<file path="config.mk">
export PLATFORM = sky130hd
export DESIGN_NAME = pc_redirect_ctrl
export DESIGN_NICKNAME = d
export VERILOG_FILES = /design/src/rtl/pc_redirect_ctrl.sv
export SDC_FILE = /design/constraint.sdc
export NUM_CORES = 1
export LEC_CHECK = 0
export CAP_MARGIN = 20
export CORE_MARGIN = 2
export CORE_UTILIZATION = 45
export CTS_CLUSTER_DIAMETER = 60
export DETAILED_ROUTE_END_ITERATION = 7
export PLACE_DENSITY = 0.71
export REMOVE_ABC_BUFFERS = 1
export SETUP_SLACK_MARGIN = 0.5
export SLEW_MARGIN = 15
export SYNTH_ARGS = -nofsm -noshare
export SYNTH_HDL_FRONTEND = slang
export SYNTH_SLANG_ARGS = --single-unit
</file>
<file path="constraint.sdc">
create_clock -name clock -period 6.1 [get_ports clock]
set_clock_uncertainty 0.1 [all_clocks]
set_input_delay 1.22 -clock clock [delete_from_list [all_inputs] [get_ports clock]]
set_output_delay 1.22 -clock clock [all_outputs]
set_load 0.005 [all_outputs]
</file>
<file path="src/rtl/pc_redirect_ctrl.sv">
// Fetch-PC redirect sequencer: arbitrates decode/resolve/CP0 redirects, holds them
// across EX stalls, drives PC source/write enable, flushes and a redirect counter.
module pc_redirect_ctrl #(
  parameter int unsigned DRAIN_CYCLES = 2,
  parameter int unsigned CNT_W        = 16
) (
  input  logic             clock,
  input  logic             reset,
  input  logic             ex_stall,
  input  logic             irq_req,
  input  logic             eret_req,
  input  logic             mispredict,
  input  logic             jr_req,
  input  logic             jmp_req,
  input  logic             br_taken,
  output logic [1:0]       pc_sel,
  output logic             wpc,
  output logic             irq_sel,
  output logic             mis_sel,
  output logic             eret_sel,
  output logic             if_flush,
  output logic             id_flush,
  output logic             pending,
  output logic [CNT_W-1:0] redirect_cnt
);

  // Numeric order doubles as priority, so "higher priority" is a plain compare.
  typedef enum logic [2:0] {
    K_SEQ  = 3'd0,
    K_BR   = 3'd1,
    K_JMP  = 3'd2,
    K_JR   = 3'd3,
    K_ERET = 3'd4,
    K_MIS  = 3'd5,
    K_IRQ  = 3'd6
  } kind_e;

  typedef enum logic [1:0] {
    S_RUN   = 2'd0,
    S_HOLD  = 2'd1,
    S_DRAIN = 2'd2
  } state_e;

  localparam logic [3:0] DRAIN_INIT = 4'(DRAIN_CYCLES - 1);

  state_e           state_q, state_d;
  kind_e            kind_q, kind_d;
  kind_e            win_s, apply_kind_s;
  logic [3:0]       dcnt_q, dcnt_d;
  logic [CNT_W-1:0] cnt_q;
  logic             apply_s, pend_s, drain_s;
  logic [1:0]       pc_sel_s;
  logic             wpc_s, irq_sel_s, mis_sel_s, eret_sel_s, if_flush_s, id_flush_s;

  always_comb begin
    win_s = K_SEQ;
    if (irq_req)         win_s = K_IRQ;
    else if (mispredict) win_s = K_MIS;
    else if (eret_req)   win_s = K_ERET;
    else if (jr_req)     win_s = K_JR;
    else if (jmp_req)    win_s = K_JMP;
    else if (br_taken)   win_s = K_BR;
    else                 win_s = K_SEQ;
  end

  always_comb begin
    state_d      = state_q;
    kind_d       = kind_q;
    dcnt_d       = dcnt_q;
    apply_s      = 1'b0;
    apply_kind_s = K_SEQ;
    pend_s       = 1'b0;
    drain_s      = 1'b0;
    case (state_q)
      S_RUN: begin
        if (!ex_stall) begin
          apply_s      = 1'b1;
          apply_kind_s = win_s;
          if (win_s == K_IRQ) begin
            state_d = S_DRAIN;
            dcnt_d  = DRAIN_INIT;
          end
        end else if (win_s != K_SEQ) begin
          pend_s  = 1'b1;
          kind_d  = win_s;
          state_d = S_HOLD;
        end
      end
      S_HOLD: begin
        if (ex_stall) begin
          pend_s = 1'b1;
          if (win_s > kind_q) kind_d = win_s;
        end else begin
          apply_s = 1'b1;
          if (win_s > kind_q) apply_kind_s = win_s;
          else                apply_kind_s = kind_q;
          kind_d = K_SEQ;
          if (apply_kind_s == K_IRQ) begin
            state_d = S_DRAIN;
            dcnt_d  = DRAIN_INIT;
          end else begin
            state_d = S_RUN;
          end
        end
      end
      S_DRAIN: begin
        drain_s = 1'b1;
        if (dcnt_q == 4'd0) state_d = S_RUN;
        else                dcnt_d  = dcnt_q - 4'd1;
      end
      default: begin
        state_d = S_RUN;
        kind_d  = K_SEQ;
        dcnt_d  = 4'd0;
      end
    endcase
  end

  always_comb begin
    pc_sel_s   = 2'b00;
    wpc_s      = 1'b0;
    irq_sel_s  = 1'b0;
    mis_sel_s  = 1'b0;
    eret_sel_s = 1'b0;
    if_flush_s = 1'b0;
    id_flush_s = 1'b0;
    if (apply_s) begin
      wpc_s      = 1'b1;
      if_flush_s = (apply_kind_s != K_SEQ);
      id_flush_s = (apply_kind_s >= K_ERET);
      case (apply_kind_s)
        K_IRQ:   irq_sel_s = 1'b1;
        K_MIS:   mis_sel_s = 1'b1;
        K_ERET:  begin pc_sel_s = 2'b11; eret_sel_s = 1'b1; end
        K_JR:    pc_sel_s = 2'b11;
        K_JMP:   pc_sel_s = 2'b10;
        K_BR:    pc_sel_s = 2'b01;
        default: pc_sel_s = 2'b00;
      endcase
    end else if (drain_s) begin
      if_flush_s = 1'b1;
      id_flush_s = 1'b1;
    end else begin
      wpc_s = 1'b0;
    end
  end

  // Outputs are forced low for the whole time reset is held, not just at the edge.
  assign pc_sel       = reset ? pc_sel_s   : 2'b00;
  assign wpc          = reset ? wpc_s      : 1'b0;
  assign irq_sel      = reset ? irq_sel_s  : 1'b0;
  assign mis_sel      = reset ? mis_sel_s  : 1'b0;
  assign eret_sel     = reset ? eret_sel_s : 1'b0;
  assign if_flush     = reset ? if_flush_s : 1'b0;
  assign id_flush     = reset ? id_flush_s : 1'b0;
  assign pending      = reset ? pend_s     : 1'b0;
  assign redirect_cnt = cnt_q;

  always_ff @(posedge clock or negedge reset) begin
    if (!reset) begin
      state_q <= S_RUN;
      kind_q  <= K_SEQ;
      dcnt_q  <= 4'd0;
      cnt_q   <= {CNT_W{1'b0}};
    end else begin
      state_q <= state_d;
      kind_q  <= kind_d;
      dcnt_q  <= dcnt_d;
      if (apply_s && (apply_kind_s != K_SEQ) && (cnt_q != {CNT_W{1'b1}}))
        cnt_q <= cnt_q + {{(CNT_W-1){1'b0}}, 1'b1};
    end
  end

endmodule

</file>
Yosys cells after proc, flatten, opt, wreduce, memory -nomap -nowiden
Index checks and enable logic that the tools add are counted. W data, S select, Z words.

Logic and storage cells: 97. Flip-flop bits (word level): 25. Bits of input ports: 9. Output and inout bits: 25.

Multiplexer cells: 56. Equality and inequality tests: 21. Order comparisons: 2. Bitwise logic cells: 1. Add/sub/neg operators: 2. Reductions and logical operators: 11.

Operators by type and width (number): $mux W3 (11); $mux W1 (24); $mux W2 (10); $mux W4 (5); $add A16 B1 Y16 const B (1); $ne A16 B16 Y1 const B (1); $ne A2 B2 Y1 const B (8); $eq A3 B3 Y1 const B (5); $pmux W2 S3 (2); $pmux W4 S3 (1); $pmux W3 S3 (1); $eq A3 B2 Y1 const B (2); $ne A3 B3 Y1 const B (2); $pmux W3 S2 (1); $reduce_bool A3 Y1 (2); $reduce_and A5 Y1 (1); $logic_not A4 Y1 (1); $reduce_and A4 Y1 (1); $reduce_or A2 Y1 (2); $sub A4 B1 Y4 const B (1); $eq A3 B1 Y1 const B (1); $ge A3 B3 Y1 const B (1); $gt A3 B3 Y1 (1); $reduce_and A3 Y1 (1); other kinds (6) (7).

Depth between registers and ports, before layout
Gate-level depths: netlist (run 1).

Depth in word-level cells: 17. Depth in mapped cells: 12. Depth with buffers taken out: 11.

Worst setup path before layout (run 1)
No wires, ideal clock.

Path kind: input -> output. Start point: input port irq_req. End point: output port if_flush. Data required time: 4780 ps. Buffers on the path: 1. Arrival: 3195 ps. Cell stages on the path: 10. Slack: 1585 ps. Path through: nor3_1 > inv_1 > ha_1 > nand2b_1 > or3_4 > a211oi_1 > o22a_4 > buf_6 > nor2_1 > o21a_1.

Longest elaborated chain between the ends: 10. Elaborated cells on any way between the ends: 11. Those cells by class: order compare: 1; mux: 9; reduce/logical: 1.

RTL lines: start: declaration (line 10) `input logic irq_req,`; $mux W3 * (line 57) `if (irq_req) win_s = K_IRQ;`; $gt A3 B3 Y1 (line 95) `if (win_s > kind_q) apply_kind_s = win_s;`; $mux W3; $mux W3 (line 90) `if (ex_stall) begin`; $mux W3 (line 74) `case (state_q)`; $mux W3 (line 90); $pmux W3 S2 * (line 74); $reduce_bool A3 Y1 * (line 129) `if_flush_s = (apply_kind_s != K_SEQ);`; $mux W1 * (line 127) `if (apply_s) begin`; $mux W1 * (line 154) `assign if_flush = reset ? if_flush_s : 1'b0;`; end: declaration (line 21) `output logic if_flush,`.

Mark *: on every way between the ends. The rest lies on a longest branch, timed or not. The select of a mux whose other input is x is not followed.

Worst setup path in the final report (run 1)
Start point: input port jmp_req. End point: output port irq_sel.

Longest elaborated chain between the ends: 15. Elaborated cells on any way between the ends: 16. Those cells by class: order compare: 1; eq/ne: 1; mux: 14.

RTL lines: start: declaration (line 14) `input logic jmp_req,`; $mux W2 * (line 61) `else if (jmp_req) win_s = K_JMP;`; $mux W2 * (line 60) `else if (jr_req) win_s = K_JR;`; $mux W3 * (line 59) `else if (eret_req) win_s = K_ERET;`; $mux W3 * (line 58) `else if (mispredict) win_s = K_MIS;`; $mux W3 * (line 57); $gt A3 B3 Y1 (line 95); $mux W3; $mux W3 (line 90); $mux W3 (line 74); $mux W3 (line 90); $pmux W3 S2 * (line 74); $eq A3 B3 Y1 * (line 131) `case (apply_kind_s)`; $mux W1 * (line 131); $mux W1 * (line 127); $mux W1 * (line 151) `assign irq_sel = reset ? irq_sel_s : 1'b0;`; end: declaration (line 18) `output logic irq_sel,`.

Marked as above.

==> impl_metrics.ini, run 1 <==
[cells_and_area]
final_cell_mix = clkdlybuf4s50_1 (30), dfrtp_1 (25), nor2_1 (15), xor2_1 (15), nand3_1 (11)
area_growth_pct = 29.9
layout_commonest_cell = clkdlybuf4s50_1
diodes = 0
nets = 247
drive_above_1_share = 0.134

[grt]
grt_pass1_vias = 1379
grt_max_degree = 29
grt.total_usage = 0.191
overflow = 0
grt_pass1_wl_mm = 6.49
antenna_found_initial = 0

[logic_synthesis]
synthesis.area_mm2 = 0.00171
ys_types = 43
synthFlopType = dfrtp_1
synth_edf_count = 0
avgSynthCellArea_um2 = 8.92
yosys.area.top_type_share = 0.365
ys_seq_area_frac = 0.365
synth.yosys.warnings = 0
synth_area_leaders = dfrtp_1 (37%), xor2_1 (7.7%), ha_1 (4.4%)
synth_top_area_cell = dfrtp_1
ys_seq_elements = 25
async_reset_ff_frac = 1.00
syn_inst = 192

[clock_network]
cts-root-buf = clkbuf_8
cts_buffers = 3
clk_latency_ns = 0.27
holdBufCountCts = 0
clk_pin_slew_ns = 0.09
cts_tree = done
cts.htree.levels = 1
clock_path_buffers = 2
clock_sinks = 25

[critical_path]
critPathArrivalTime_ns = 4.12
critPathKind = primary input to output port
cp_slowest_cell = clkdlybuf4s50_1
crit_family = buffers and inverters
endpoint_kind = output port
critical_path.cell_chain = clkdlybuf4s50_1, nand2b_1, a21oi_1, o21ba_2, inv_1, ha_1, nor2b_1, or3_4, nand2_2, mux2i_2, nor2_2, nor4_2, clkdlybuf4s50_1
cp_common_cell = clkdlybuf4s50_1
path_max_fanout = 4
slowest_delay_ns = 0.54
critPathRequiredTime_ns = 4.78
crit_buf_inv = 3
crit_path_start_kind = primary input

[status]
status = completed

[drt]
wl_per_cell_um = 13.7
viasPerCell = 5.44
dr.first_iter.drc_count = 76
vias = 1518
drc = 0
routed_wl_mm = 3.84
firstDrtPassIters = 4
ant_nets = 0

[power_and_ir_drop]
internal_power_mw = 0.440
netSwitchingPower_mw = 0.300
swShare = 0.405
p_comb_frac = 0.502
clock_power_share = 0.133
leakage_nw = 0.995
pwr-share-seq = 0.365
ir_drop_mv = 0.167
powerDensity_mw_per_mm2 = 333

[sta]
fin_crit_sh = 0.892
setup_viol = 0
timing.final.ws_setup_ns = 0.660
min_period_ns = 5.44
fin_setup_tns_ns = 0
drv_slew = 0
relSlewSlack = 0.642
rsz0062_at_grt = no
finalHoldViolations = 0
fmax_ghz = 0.184
worst_pin_slew_ns = 0.534

[placed_design]
place_congestion = 0.979
port_buffers = 33
dp_hpwl_mm = 2.82
pre_cts_slack_ns = 0.504

[floorplan]
io_pins = 34
dieWidth_um = 65.7
core_mm2 = 0.00366
start_util = 0.468
row_count = 22
die_h_um = 65.7
dieArea_mm2 = 0.00432

[hold_path]
hold_class = register to register

[job]
drv_cap = 0
==> Yosys cell counts (all sizes together), types with 3 or more instances <==
| cell | number |
|---|---|
| ha | 6 |
| o21ai | 11 |
| clkbuf | 3 |
| dfrtp | 25 |
| o21a | 4 |
| a31oi | 3 |
| nand3 | 11 |
| nor3b | 6 |
| inv | 9 |
| nor2b | 5 |
| and3 | 8 |
| nor2 | 17 |
| a21oi | 9 |
| nor3 | 13 |
| nand2b | 6 |
| nand2 | 9 |
| o31ai | 5 |
| xor2 | 15 |
| nor4 | 3 |
==> routing by layer <==
layer  GRT usage  routed length, µm  vias up
li1            -                  -      775
met1       0.285               1870      703
met2       0.288               1740       36
met3      0.0308                171        4
met4      0.0469                 53        0
met5           0                  0        -
==> power by group through the flow <==
stage / clock network [mW] / logic [mW] / registers [mW]
3_5_place_dp: 0 / 0.354 / 0.272
6_report: 0.0988 / 0.372 / 0.270
3_3_place_gp: 0 / 0.352 / 0.272
5_1_grt: 0.114 / 0.413 / 0.281
2_1_floorplan: 0 / 0.227 / 0.259
4_1_cts: 0.103 / 0.355 / 0.269
==> cells by family after synthesis <==
kind of cell / Yosys count / synth area share
muxes: 4 / 0.0248
DFF: 25 / 0.365
and+or+nand+nor: 86 / 0.289
buffers and inverters: 13 / 0.0329
adders and majority gates: 6 / 0.0438
xor gates and xnor gates: 15 / 0.0767
AOI/OAI and AO/OA: 43 / 0.168
==> stage by stage <==
step           utilization  hold slack [ns]  power [mW]  cell area [µm²]  std cells
2_1_floorplan            -            0.377       0.486             1690        188
3_3_place_gp         0.577            0.377       0.624             2110        273
3_5_place_dp         0.577            0.388       0.626             2110        273
4_1_cts              0.590            0.403       0.727             2160        277
5_1_grt              0.608            0.425       0.808             2230        279
6_report             0.608            0.396       0.741             2230        279
==> area by class of cell <==
| cell class | count | area, µm² |
|---|---|---|
| flip-flops and latches | 25 | 626 |
| multi-input cells | 154 | 1070 |
| repair buffers | 39 | 383 |
| well taps | 48 | 60.1 |
| fillers | 311 | 1440 |
| inverters | 9 | 33.8 |
| clock buffers | 3 | 41.3 |
| clock inverters | 1 | 7.51 |
==> registers in the layout, indices dropped and copies added, names as in the netlist <==
register and cells:
redirect_cnt 16, dcnt_q 4, kind_q 3, state_q 2
==> repair_timing <==
item	CTS	global route
endpoints found under the setup margin	0	6
buffers inserted	0	2
resized for setup	0	14
==> worst paths after layout <==
check / from / cells after the start / slack [ns] / to
max: jmp_req / 13 / 0.66 / irq_sel
min: redirect_cnt[13] / 1 / 0.40 / redirect_cnt[13]
max reg2reg: kind_q[1] / 9 / 3.49 / dcnt_q[2]
min reg2reg: redirect_cnt[13] / 1 / 0.40 / redirect_cnt[13]
max in group asynchronous: reset / 2 / 4.34 / kind_q[1]
min in group asynchronous: reset / 2 / 1.29 / state_q[1]
Note: power is estimated with default switching activity, not from simulation.
==> inputs of run 2 (changes only) <==
--- a/config.mk
+++ b/config.mk
@@ -11,7 +11,6 @@
 export CTS_CLUSTER_DIAMETER = 60
 export DETAILED_ROUTE_END_ITERATION = 7
 export PLACE_DENSITY = 0.71
-export REMOVE_ABC_BUFFERS = 1
 export SETUP_SLACK_MARGIN = 0.5
 export SLEW_MARGIN = 15
 export SYNTH_ARGS = -nofsm -noshare
==> run 2 against run 1 <==
Effect of this change: fmax shrank 0.14%; sequential share of layout area is 0.56 points higher; sequential power barely moved; critical path depth is 1 lower; clock power is 3.9% lower; core utilization fell by 1.2 points; global-route usage decreased by 0.52 points.
==> impl_metrics.ini, run 2 (synthesized netlist as in run 1, its figures left out) <==
[status]
status = completed

[sta]
rsz0062_at_grt = no
fin_crit_sh = 0.893
fmax_ghz = 0.184
relSlewSlack = 0.563
finalHoldViolations = 0
worst_pin_slew_ns = 0.653
fin_setup_tns_ns = 0
setup_viol = 0
min_period_ns = 5.45
drv_slew = 0

[drt]
firstDrtPassIters = 4
highest_layer = met4
ant_nets = 0
routed_wl_mm = 3.85
dr.first_iter.drc_count = 65
met1_length_mm = 2.00
vias = 1519
wl_per_cell_um = 13.9
drc = 0
wl_met2_mm = 1.71
viasPerCell = 5.48
wl_met3_um = 116

[clock_network]
clk_pin_slew_ns = 0.08
clock_sinks = 25
clk_latency_ns = 0.26
cts.htree.levels = 1
cts_tree = done
clock_path_buffers = 2
cts_buffers = 3
cts-root-buf = clkbuf_8
holdBufCountCts = 0

[critical_path]
crit_family = buffers and inverters
path_max_fanout = 16
cp_common_cell = clkdlybuf4s50_1
cp-startpoint = eret_req
cp_slowest_cell = clkdlybuf4s50_1
r2r-start = kind_q[1]
critPathRequiredTime_ns = 4.78
crit_path_start_kind = primary input
crit_buf_inv = 2
critPathArrivalTime_ns = 4.13
slowest_delay_ns = 0.55
critPathKind = primary input to output port
critical_path.cell_chain = clkdlybuf4s50_1, nor2_2, o21ai_0, nand2b_1, ha_1, nor2b_1, or3_4, a211oi_1, o22a_4, nor2_1, o21a_1, clkdlybuf4s50_1
endpoint_kind = output port

[cells_and_area]
fill_cells = 336
fin_cells = 277
largest_reg_flops = 16
area_growth_pct = 27.4
diodes = 0
drive_above_1_share = 0.114
nets = 245
layout_commonest_cell = clkdlybuf4s50_1
final_cell_mix = clkdlybuf4s50_1 (31), dfrtp_1 (25), nor2_1 (15), xor2_1 (15), nand3_1 (11)

[floorplan]
die_h_um = 65.7
dieArea_mm2 = 0.00432
core_mm2 = 0.00366
io_pins = 34
row_count = 22
start_util = 0.468
dieWidth_um = 65.7

[power_and_ir_drop]
pwr-share-seq = 0.374
powerDensity_mw_per_mm2 = 333
clock_power_share = 0.131
leakage_nw = 0.987
swShare = 0.404
ir_drop_mv = 0.213
finalPower_mw = 0.727
netSwitchingPower_mw = 0.294
internal_power_mw = 0.433
p_comb_frac = 0.495

[hold_path]
hold_start = redirect_cnt[15]
hold_class = register to register

[grt]
grt_max_degree = 29
grt.total_usage = 0.186
overflow = 0
antenna_found_initial = 0
grt_pass1_wl_mm = 6.37
grt_pass1_vias = 1371

[job]
drv_cap = 0

[placed_design]
dp_hpwl_mm = 2.86
placed_cells = 272
port_buffers = 33
place_congestion = 0.894

[logic_synthesis]
syn_nets = 207
run 2: changes by cell type in the layout (fill, tap and decap cells not counted), sizes merged:
cell	previous run	this run
dlymetal6s2s	3	2
buf	6	4
clkdlybuf4s50	30	31
clkinvlp	1	0
clkinv	0	1
run 2: layout make-up:
type	count	area, µm²	share of cell area
clock buffer	3	41.3	0.0189
clock inverter	1	5.00	0.00229
inverter	9	33.8	0.0155
multi-input combinational	154	1050	0.482
sequential	25	626	0.287
tap	48	60.1	0.0275
timing repair buffer	37	365	0.167
run 2: path summary, 6_finish.rpt:
path	endpoint	slack (ns)	depth (start not counted)
max in group asynchronous	redirect_cnt[13]	4.30	2
worst min register to register	redirect_cnt[15]	0.39	1
worst max register to register	redirect_cnt[1]	3.49	8
worst max-delay path	if_flush	0.65	12
worst min-delay path	redirect_cnt[15]	0.39	1
min in group asynchronous	kind_q[2]	1.34	2
run 2: power groups by stage:
stage	logic (mW)	clock network, mW	registers, mW
final	0.360	0.0949	0.272
after global routing	0.396	0.107	0.280
after CTS	0.352	0.0988	0.271
after detailed placement	0.350	0	0.274
after global placement	0.349	0	0.273
after floorplan	0.239	0	0.252
run 2: metrics by stage:
stage / instance area, µm² / setup WS, ns / hold WS [ns] / util
after detailed placement: 2100 / 0.499 / 0.382 / 0.575
after global routing: 2180 / 0.523 / 0.413 / 0.596
final: 2180 / 0.653 / 0.395 / 0.596
after CTS: 2150 / 0.566 / 0.394 / 0.587
after global placement: 2100 / 0.572 / 0.380 / 0.575
after floorplan: 1710 / 1.58 / 0.377 / -
run 2: repair_timing:
item,CTS,global route
resized for setup,1,7
gates cloned,0,0
setup endpoints to repair,1,6
setup buffers,0,1
pin swaps,0,1
run 2: layer usage:
| layer | vias to the layer above | GRT usage |
|---|---|---|
| met1 | 726 | 0.274 |
| met5 | - | 0 |
| met2 | 24 | 0.288 |
| met3 | 2 | 0.0342 |
| met4 | 0 | 0.0313 |
| li1 | 767 | - |
==> RTL edit 1: new RTL, config.mk and constraints of run 1 <==
`CNT_W`: 16 -> 24.
--- a/src/rtl/pc_redirect_ctrl.sv
+++ b/src/rtl/pc_redirect_ctrl.sv
@@ -4,3 +4,3 @@
   parameter int unsigned DRAIN_CYCLES = 2,
-  parameter int unsigned CNT_W        = 16
+  parameter int unsigned CNT_W        = 24
 ) (
Ports: changed (resized redirect_cnt); port bits go from 34 to 42. No check against the original RTL was run, so the function may have changed too.
==> RTL edit 1 against run 1 <==
  * Register-to-register slack got worse by 0.15 ns
  * Routed wire length increased by 26%
  * Combinational power increased by 7.3%
  * Synthesized cell count increased by 20%
  * Critical path type unchanged
  * Global-route usage increased by 0.41 points
  * Sequential cell count increased by 8
  * Area after synthesis increased by 24%
  * Largest power group unchanged
  * Cell area increased by 26%
  * Sequential power increased by 20%
  * Die area increased by 22%
  * Setup slack got worse by 0.024 ns
  * Largest cell class unchanged
  * Highest routed layer unchanged
  * Total power increased by 31%
==> RTL edit 1: results (changes against run 1) <==
Critical R2R Capture = redirect_cnt[1]
critical path fanouts, max = 5 (+1)
dpl hpwl = 3.57 mm (+27%)
Inst Count DP = 321 (+18%)
via/cell ratio = 5.68 (+4.4%)
FF/Latch Area = 826 µm² (+32%)
sequential area share after synthesis = 38.9% (+2.4 points)
Worst Hold Path EP = redirect_cnt[12]
Num CTS Buffers = 5 (+2)
Max stage delay on crit path = 0.54 ns (about the same)
largest net degree at the start of global routing = 38 (+31%)
Largest register FFs = 24 (+8)
Distinct cells, synth = 48 (+12%)
fillers = 397 (+28%)
mux contribution to synthesized area = 2.53% (+0.050 points)
Ys Warns = 0 (unchanged)
max_slew headroom = 65.0% (+0.82 points)
first-pass GRT wire length = 8.20 mm (+26%)
VDD IR-drop max = 216 µV (+29%)
Synth Area in Adders = 3.54% (-0.85 points)
Crit path max-delay family = simple AND/OR/NAND/NOR gates
critical path data arrival time = 4.14 ns (+0.02 ns)
average size of a mapped cell = 9.19 µm² (+3.0%)
GPL Wtd Cong = 0.872 (-11%)
clk_lat worst skew = 0.29 ns (+0.02 ns)
GRT Total Usage = 19.5% (+0.41 points)
Synth Area in XOR/XNOR = 9.49% (+1.8 points)
DRT iter0 DRCs = 90 (+18%)
leak pwr = 1.17 nW (+17%)
routed vias = 1,898 (+25%)
DRC = 0 (unchanged)
average routed wire per standard cell = 14.5 µm (+5.7%)
Synth Area in Compound Gates = 14.0% (-2.8 points)
IO Port Bufs = 41 (+24%)
min-delay src = redirect_cnt[12]
vias in the first global route = 1,821 (+32%)
top post-synthesis cells by area = dfrtp_1, xnor2_1, nand2_1
worst reg2reg setup slack = 3.34 ns (-0.15 ns)
WHS Path Cells = 1 (unchanged)
Placement Cell Area = 2570 µm² (+22%)
Worst-path clk slew = 0.07 ns (-0.02 ns)
Setup Slack @ Placement = 0.277 ns (-0.227 ns)
top post-synthesis cells by count = dfrtp_1, xnor2_1, nand2_1
diodes inserted = 0 (unchanged)
post-layout net count = 296 (+20%)
worst hold slack = 0.396 ns (-0.000534 ns)
H-tree levels = 2 (+1)
outcome = complete, no violations
fraction of layout instances using a drive strength above 1 = 12.1% (-1.4 points)
slowest cell on the critical path = clkdlybuf4s50_1
## RTL edit 1: what timing repair did
| action | in CTS | in global routing |
|---|---|---|
| pin swaps | 1 | 6 |
| resized for setup | 4 | 13 |
| buffers inserted | 2 | 3 |
| setup endpoints to repair | 7 | 7 |
## RTL edit 1: logic make-up after synthesis
family / after synthesis
simple gates: 107
compound gates: 39
flops: 33
xor+xnor: 23
buf+inv: 18
fa+ha+maj: 6
mux: 5
## RTL edit 1: routing by layer
layer | wire [µm] | share of wire, % | global-route usage, % | vias up
met3 | 195 | 4.0 | 4.14 | 6
met4 | 48 | 0.99 | 6.17 | 0
li1 | - | - | - | 948
met2 | 2430 | 50 | 33.1 | 41
met1 | 2180 | 45 | 24.9 | 903
met5 | 0 | 0 | 0 | -
## RTL edit 1: final cells by class
class / instances / share of cell area, %
Sequential cell: 33 / 29.5
Clock inverter: 3 / 2.32
Multi-Input combinational cell: 180 / 44.5
Tap cell: 52 / 2.32
Clock buffer: 5 / 2.46
Inverter: 12 / 1.61
Timing Repair Buffer: 49 / 17.3
## RTL edit 1: worst max-delay path by stage
stage / start / to / slack, ns / depth (start not counted)
final: eret_req / mis_sel / 0.64 / 11
after global placement: jmp_req / pc_sel[0] / 0.39 / 11
after floorplan: irq_req / if_flush / 1.45 / 7
after detailed placement: irq_req / pc_sel[0] / 0.28 / 10
after CTS: irq_req / pc_sel[0] / 0.52 / 10
after global routing: eret_req / if_flush / 0.51 / 13
## RTL edit 1: power breakdown
part	internal, mW	switching [mW]	total [mW]
Sequential	0.261	0.0621	0.323
Combinational	0.200	0.199	0.399
Clock	0.162	0.0833	0.246
==> RTL edit 2: new RTL, config.mk and constraints of run 1 <==
Without the edit above. Register the input `irq_req` before use, cleared by the reset. The logic sees it one clock later. The other inputs are not delayed to match.
--- a/src/rtl/pc_redirect_ctrl.sv
+++ b/src/rtl/pc_redirect_ctrl.sv
@@ -45,2 +45,12 @@
 
+  logic irq_req_q;
+
+  always_ff @(posedge clock or negedge reset) begin
+    if (!reset) begin
+      irq_req_q <= '0;
+    end else begin
+      irq_req_q <= irq_req;
+    end
+  end
+
   state_e           state_q, state_d;
@@ -56,3 +66,3 @@
     win_s = K_SEQ;
-    if (irq_req)         win_s = K_IRQ;
+    if (irq_req_q)         win_s = K_IRQ;
     else if (mispredict) win_s = K_MIS;
Formal check against the unedited RTL: not equivalent (a bounded check fails within 4 cycles, from zero or initial values and one cycle with reset low).
==> RTL edit 2 against run 1 <==
  * Routed wire length increased by 3.4%
  * Register-to-register slack got worse by 0.27 ns
  * Global-route usage increased by 1.3 points
  * Sequential share of layout area increased by 1.5 points
  * Sequential cell count increased by 1
  * Via count decreased by 0.53%
  * Cell area decreased by 1.2%
  * Total power increased by 10%
  * Core utilization decreased by 0.26 points
  * Sequential power increased by 5%
  * Area after synthesis decreased by 0.95%
  * Setup slack improved by 0.031 ns
  * Die area decreased by 0.90%
==> RTL edit 2: results (changes against run 1) <==
fraction of layout instances using a drive strength above 1 = 11.4% (-2.0 points)
DR pass1 iterations = 4 (unchanged)
sequential area share after synthesis = 38.3% (+1.8 points)
Largest register FFs = 16 (unchanged)
GPL Wtd Cong = 0.851 (-13%)
critical path data arrival time = 4.09 ns (-0.03 ns)
via/cell ratio = 5.66 (+3.9%)
DRT iter0 DRCs = 65 (-14%)
met2 GRT Util = 36.4% (+7.6 points)
Synth Area in XOR/XNOR = 7.74% (+0.074 points)
top post-synthesis cells by area = dfrtp_1, xnor2_1, ha_1
wire length on met1 = 1.78 mm (-4.9%)
mux contribution to synthesized area = 2.43% (-0.050 points)
critical path fanouts, max = 5 (+1)
clk_lat worst skew = 0.27 ns (about the same)
CP Launch Point = eret_req
Synth Area in Adders = 4.42% (+0.042 points)
met3 Usage GRT = 2.05% (-1.0 points)
number of gates resized after cts = 3 (+3)
diodes inserted = 0 (unchanged)
GRT Total Usage = 20.4% (+1.3 points)
top layer in use = met4
wire length on met2 = 2.00 mm (+15%)
fillers = 340 (+9.3%)
outcome = complete, no violations
dpl hpwl = 2.93 mm (+4.2%)
H-tree levels = 1 (unchanged)
leak pwr = 0.950 nW (-4.5%)
CP Capture Point = pc_sel[0]
worst reg2reg setup slack = 3.22 ns (-0.27 ns)
GR Layer Usage met1 = 25.4% (-3.1 points)
Distinct cells, synth = 49 (+14%)
vias in the first global route = 1,576 (+14%)
Synth Area in Compound Gates = 17.3% (+0.53 points)
largest net degree at the start of global routing = 28 (-3.4%)
worst slew pin tran = 0.682 ns (+0.149 ns)
Critical R2R Capture = redirect_cnt[1]
Worst Hold Path EP = kind_q[2]
Critical R2R Launch = irq_req_q
routed wire length = 3.97 mm (+3.4%)
VDD IR-drop max = 254 µV (+52%)
first-pass GRT wire length = 6.87 mm (+5.9%)
top post-synthesis cells by count = dfrtp_1, xnor2_1, nand3_1, nor2_1, inv_1
Worst-path clk slew = 0.09 ns (about the same)
post-layout net count = 235 (-4.9%)
Met3 Wirelength = 126 µm (-26%)
min-delay src = kind_q[2]
==> RTL edit 2: changes by cell type after synthesis, moves of 4 or more <==
cell     delta
nor3_1      -6
xnor2_1    +15
o31ai_1     -4
nand4_1     +5
a21oi_1     -4
xor2_1     -15
==> RTL edit 2: power by group <==
| group | internal (mW) | switching (mW) |
|---|---|---|
| clock | 0.0878 | 0.0537 |
| sequential | 0.219 | 0.0649 |
| combinational | 0.197 | 0.194 |
==> RTL edit 2: worst max-delay path, delay by kind of cell <==
| kind | cells | cell delay (ns) |
|---|---|---|
| buffers and inverters | 3 | 1.15 |
| adders and majority gates | 1 | 0.30 |
| AOI/OAI and AO/OA | 4 | 0.85 |
| and+or+nand+nor | 4 | 0.57 |
==> RTL edit 2: stage by stage <==
| step | hold slack [ns] | area, µm² | cells | util [%] | setup slack [ns] |
|---|---|---|---|---|---|
| detailed placement | 0.389 | 2070 | 261 | 57.1 | 0.370 |
| finish | 0.411 | 2200 | 267 | 60.5 | 0.691 |
| CTS | 0.416 | 2150 | 265 | 59.3 | 0.509 |
| floorplan | 0.366 | 1680 | 179 | - | 1.60 |
| global route | 0.444 | 2200 | 267 | 60.5 | 0.540 |
| global placement | 0.386 | 2070 | 261 | 57.1 | 0.550 |
==> RTL edit 2: kinds of logic (layout without fill, tap and decap cells) <==
group                    Yosys count  count (layout)
AND/OR/NAND/NOR                   78              78
AO/OA/AOI/OAI                     38              38
flip-flops                        26              26
XOR/XNOR                          15              15
buffers and inverters             15              52
adder cells (fa/ha/maj)            6               6
multiplexers                       4               4
==> RTL edit 2: final cells by class <==
cell class                 instances  share of cell area (%)
multi-input combinational        141                    46.0
sequential                        26                    29.6
timing repair buffer              36                    16.4
tap                               48                    2.73
inverter                          12                    2.05
clock buffer                       3                    1.88
clock inverter                     1                    1.37
